===== config.mk =====
export PLATFORM = sky130hd
export DESIGN_NAME = ram_scan_port
export DESIGN_NICKNAME = d
export VERILOG_FILES = /design/src/rtl/ram_scan_port.sv
export SDC_FILE = /design/constraint.sdc
export NUM_CORES = 1
export LEC_CHECK = 0
export BUFFER_PORTS_ARGS = -buffer_cell sky130_fd_sc_hd__buf_4
export CAP_MARGIN = 20
export CELL_PAD_IN_SITES_DETAIL_PLACEMENT = 0
export CELL_PAD_IN_SITES_GLOBAL_PLACEMENT = 2
export CORE_MARGIN = 1.5
export CORE_UTILIZATION = 25
export DETAILED_ROUTE_END_ITERATION = 10
export GPL_ROUTABILITY_DRIVEN = 0
export MAX_ROUTING_LAYER = met4
export PLACE_DENSITY_LB_ADDON = 0.1
export SLEW_MARGIN = 5
export SYNTH_ARGS = -nofsm -noshare
export SYNTH_HDL_FRONTEND = slang
export SYNTH_SLANG_ARGS = --single-unit

===== constraint.sdc =====
create_clock -name chosenClock -period 4.3 [get_ports chosenClock]
set_clock_uncertainty 0.1 [all_clocks]
set_input_delay 0.86 -clock chosenClock [delete_from_list [all_inputs] [get_ports chosenClock]]
set_output_delay 0.86 -clock chosenClock [all_outputs]
set_load 0.01 [all_outputs]

===== src/rtl/ram_scan_port.sv =====
// Scan-read / user-write arbiter for a single-port 32x4 RAM (registered inputs, unregistered q).
// Define RAM_SCAN_BYPASS_EN to update the displayed word straight from write data instead of re-reading it.
module ram_scan_port #(
  parameter int ADDR_W = 5,
  parameter int DATA_W = 4
) (
  input  logic              chosenClock,
  input  logic              reset,
  input  logic [ADDR_W-1:0] scan_addr,
  input  logic              wr_req,
  input  logic [ADDR_W-1:0] wr_addr,
  input  logic [DATA_W-1:0] wr_data,
  input  logic [DATA_W-1:0] ram_q,
  output logic [ADDR_W-1:0] ram_addr,
  output logic              ram_wren,
  output logic [DATA_W-1:0] ram_wdata,
  output logic [ADDR_W-1:0] rd_addr_out,
  output logic [DATA_W-1:0] rd_data_out,
  output logic              rd_valid,
  output logic              wr_busy
);

  typedef enum logic [1:0] {IDLE, WR, RD_ISSUE, RD_WAIT} state_t;

  state_t            state;
  logic [ADDR_W-1:0] last_addr;
  logic [ADDR_W-1:0] rd_addr_q;
  logic [ADDR_W-1:0] issue_addr;
  logic              rd_pend;
  logic              wr_pend;
  logic [ADDR_W-1:0] wr_addr_q;
  logic [DATA_W-1:0] wr_data_q;
  logic              hit;

  assign hit       = (wr_addr_q == rd_addr_out);
  assign ram_wren  = (state == WR);
  assign ram_addr  = (state == WR) ? wr_addr_q : rd_addr_q;
  assign ram_wdata = (state == WR) ? wr_data_q : '0;
  assign wr_busy   = wr_pend | (state == WR);

  always_ff @(posedge chosenClock) begin
    if (reset) begin
      state       <= IDLE;
      last_addr   <= '0;
      rd_addr_q   <= '0;
      issue_addr  <= '0;
      rd_pend     <= 1'b1;
      wr_pend     <= 1'b0;
      wr_addr_q   <= '0;
      wr_data_q   <= '0;
      rd_addr_out <= '0;
      rd_data_out <= '0;
      rd_valid    <= 1'b0;
    end else begin
      rd_valid  <= 1'b0;
      last_addr <= scan_addr;

      case (state)
        IDLE: begin
          if (wr_pend) begin
            state <= WR;
          end else if (rd_pend) begin
            state   <= RD_ISSUE;
            rd_pend <= 1'b0;
          end
        end
        // A pending read follows the write directly so preemption costs one cycle only.
        WR: begin
          wr_pend <= 1'b0;
`ifdef RAM_SCAN_BYPASS_EN
          if (hit) begin
            rd_data_out <= wr_data_q;
            rd_valid    <= 1'b1;
          end
          if (rd_pend) begin
            state   <= RD_ISSUE;
            rd_pend <= 1'b0;
          end else begin
            state <= IDLE;
          end
`else
          if (rd_pend || hit) begin
            state   <= RD_ISSUE;
            rd_pend <= 1'b0;
          end else begin
            state <= IDLE;
          end
`endif
        end
        RD_ISSUE: begin
          issue_addr <= rd_addr_q;
          state      <= RD_WAIT;
        end
        // issue_addr keeps the displayed address paired with the word the RAM actually latched.
        RD_WAIT: begin
          rd_data_out <= ram_q;
          rd_addr_out <= issue_addr;
          rd_valid    <= 1'b1;
          state       <= IDLE;
        end
        default: state <= IDLE;
      endcase

      if (scan_addr != last_addr) begin
        rd_pend   <= 1'b1;
        rd_addr_q <= scan_addr;
      end
      if (wr_req) begin
        wr_pend   <= 1'b1;
        wr_addr_q <= wr_addr;
        wr_data_q <= wr_data;
      end
    end
  end

endmodule

==> metrics.md <==
| Metric | Value |
|---|---|
| Crit-path max cell delay | `0.51 ns` |
| Port bufs | `41` |
| Hold_buf cts | `0` |
| CTS tree | `done` |
| Worst-margin pin slew | `0.687 ns` |
| Reg2reg start | `state[1]` |
| Cts repair resizes | `0` |
| Cell area power density | `373 mW/mm^2` |
| Leakage | `0.860 nW` |
| N_diodes | `0` |
| Final std cells w/o fill | `274` |
| Most frequent cells in the layout | `buf_4 (41), dfxtp_1 (38), nand2_1 (20)` |
| Post-Synth XOR/XNOR Area | `between 5 and 6%` |
| MaxCap Viol Count | `0` |
| Adder-Cell Fraction of Synth Area | `0%` |
| Post-CTS Setup Bufs | `0` |
| DP HPWL | `2490 um` |
| Drt total wl | `3580 um` |
| Number of detailed-route iterations in the first pass | `4` |
| Chip width | `81.5 um` |
| Final worst path period need | `2.76 ns` |
| Via/cell ratio | `4.27` |
| H-tree depth | `2` |
| Worst Path Arrival | `between 1.5 and 2 ns` |
| Worst Hold End | `rd_addr_out[0]` |
| Syn nets | `about 180` |
| First-pass GRT wire length | `5600 um` |
| Status | `finished, final reports clean` |
| Remaining Overflow, GRT | `0` |
| Compound-Gate Fraction of Synth Area | `4.38%` |
| Fmax | `approximately 0.36 GHz` |
| Crit Path Max Fanout | `13` |
| Post-synth EDFFs | `0` |
| Max-slew headroom | `around 54%` |
| Initial antenna violation count | `0` |
| Clock tree sinks | `38` |
| Commonest non-fill, non-tap cell in the layout | `buf_4` |
| Pwr Total | `between 0.7 and 0.8 mW` |
| Simple-gate share of the synthesized area | `20.5%` |
| FF-to-FF End | `issue_addr[1]` |
| Final Cycle Share | `between 60% and 70%` |
| Die footprint | `0.00665 mm^2` |
| Area grow syn2layout | `28.6%` |
| Hold path startpoint | `issue_addr[0]` |
| Post-synthesis sequential area ratio | `approximately 49%` |
| Synthesis warning total | `0` |
| Final net count | `219` |
| Initial core utilization | `26.0%` |
| Layout cell share with drive strength beyond 1 | `just over 30%` |
| Fin area | `0.00198 mm^2` |
| CTS Buf Count | `5` |
| Mapped Cells | `160` |
| WHS Path Cells | `2` |
| Cell Area, Synth | `0.00154 mm^2` |
| Worst Hold Class | `reg -> reg` |
| Core Region | `0.00592 mm^2` |
| Clock-pin slew on the worst setup and hold paths | `about 0.080 ns` |
| Via count | `1170` |
| Worst-path cell chain | `and2b_1 > mux2_2 > buf_4` |
| Die H | `81.5 um` |
| Largest net degree at the start of global routing | `39` |
| Placed Area | `0.00189 mm^2` |
| Slowest CP cell | `and2b_1` |
| Ys flop type | `dfxtp_1` |
| Largest family of logic cells by synthesized area | `simple AND/OR/NAND/NOR gates` |
| Clock Path Buffers | `2` |
| Vias in the first global route | `1123` |
| Endpoint class of the critical path | `output pin` |
| Final slew viol count | `0` |
| Unrepaired setup endpoints after global routing | `false` |
| All-Layer GR Usage | `11.8%` |
| ANT nets after route | `0` |
| Clk Latency, worst-skew pair | `roughly 0.28 ns` |
| Setup CP Type | `reg -> out` |
| Final Hold Fails | `0` |
| Drc violations | `0` |
| Seq cells post-synth | `38` |
| Post-DR wirelength/cell | `13.1 um` |
| Register-to-register setup slack | `2.68 ns` |
| Num rows | `28` |
| Asr flop ratio synth | `0%` |
| Number of I/O pins | `42` |
| Final Setup Violations | `0` |
| Syn avg cell area | `9.63 um^2` |
| Critical path startpoint category | `flip-flop` |
| TNS Setup | `0 ns` |
| Number of library cell types mapped by synthesis | `24` |
| CP required | `3.34 ns` |
| Initial DRC count | `70` |
| CTS root buf | `clkbuf_8` |
| R2r worst-path depth | `3` |
| Max VDD drop | `about 0.16 mV` |
| Multiplexer area fraction after synthesis | `16.4%` |
| Placed cells | `between 200 and 300` |
[report_power, final]
group / internal [mW] / switching [mW]
clock network: 0.129 / 0.123
logic: 0.0537 / 0.0479
registers: 0.370 / 0.0152
[worst max-delay path: cells and delay by family (launching register included)]
kind	cells	cell delay (ns)
AND/OR/NAND/NOR	1	0.51
multiplexers	1	0.40
flip-flops	1	0.46
buffers and inverters	1	0.14
[sequential cells by signal, summed over array words and instances, names as in the netlist]
name,flops
issue_addr,5
last_addr,5
rd_addr_out,5
rd_addr_q,5
rd_data_out,4
rd_pend,1
rd_valid,1
state,2
wr_addr_q,5
wr_data_q,4
wr_pend,1
[through the flow]
stage / worst slack, ns / util [%] / hold WS, ns
floorplan: 2.14 / - / 0.331
global placement: 1.88 / 31.9 / 0.342
detailed placement: 1.83 / 31.9 / 0.351
CTS: 1.50 / 33.5 / 0.361
global route: 1.44 / 33.5 / 0.374
finish: 1.54 / 33.5 / 0.360
[cells by family (layout without fill, tap and decap cells)]
logic type	count (synthesis)	count (layout)
buffers and inverters	11	50
XOR/XNOR	10	10
AND/OR/NAND/NOR	64	64
flip-flops	38	38
multiplexers	24	24
AO/OA/AOI/OAI	13	13
[final cells by class]
type	instances	area, um^2
inverters	1	3.75
multi-input cells	111	724
fillers	638	3940
clock inverters	1	5.00
well taps	75	93.8
flip-flops and latches	38	761
repair buffers	41	308
clock buffers	7	86.3
[layer usage]
layer  up-vias  track usage [%]  wire, um
li1        594                -         -
met1       547             15.4      1730
met2        27             17.7      1670
met3         2             3.00       160
met4         0             4.14        21
met5         -                -         0
[synthesized netlist by cell type, drive strengths merged (2+ instances only)]
master	number	area share [%]
a21oi	10	3.2
and2	5	2.0
buf	8	2.9
clkbuf	2	0.49
dfxtp	38	49
mux2	10	7.3
mux2i	14	9.1
nand2	20	4.9
nor2	17	4.1
nor2b	13	5.3
nor3	3	1.7
nor4	2	0.81
xnor2	4	2.3
xor2	6	3.4
[how the worst max path moves through the flow]
stage              from           to  slack [ns]
6_report       state[0]  ram_addr[4]        1.54
3_5_place_dp   state[0]  ram_addr[4]        1.83
4_1_cts        state[0]  ram_addr[4]        1.50
2_1_floorplan  state[1]  ram_addr[2]        2.14
5_1_grt        state[0]  ram_addr[1]        1.44
3_3_place_gp   state[0]  ram_addr[4]        1.88
Power figures use the tool's default switching activity.
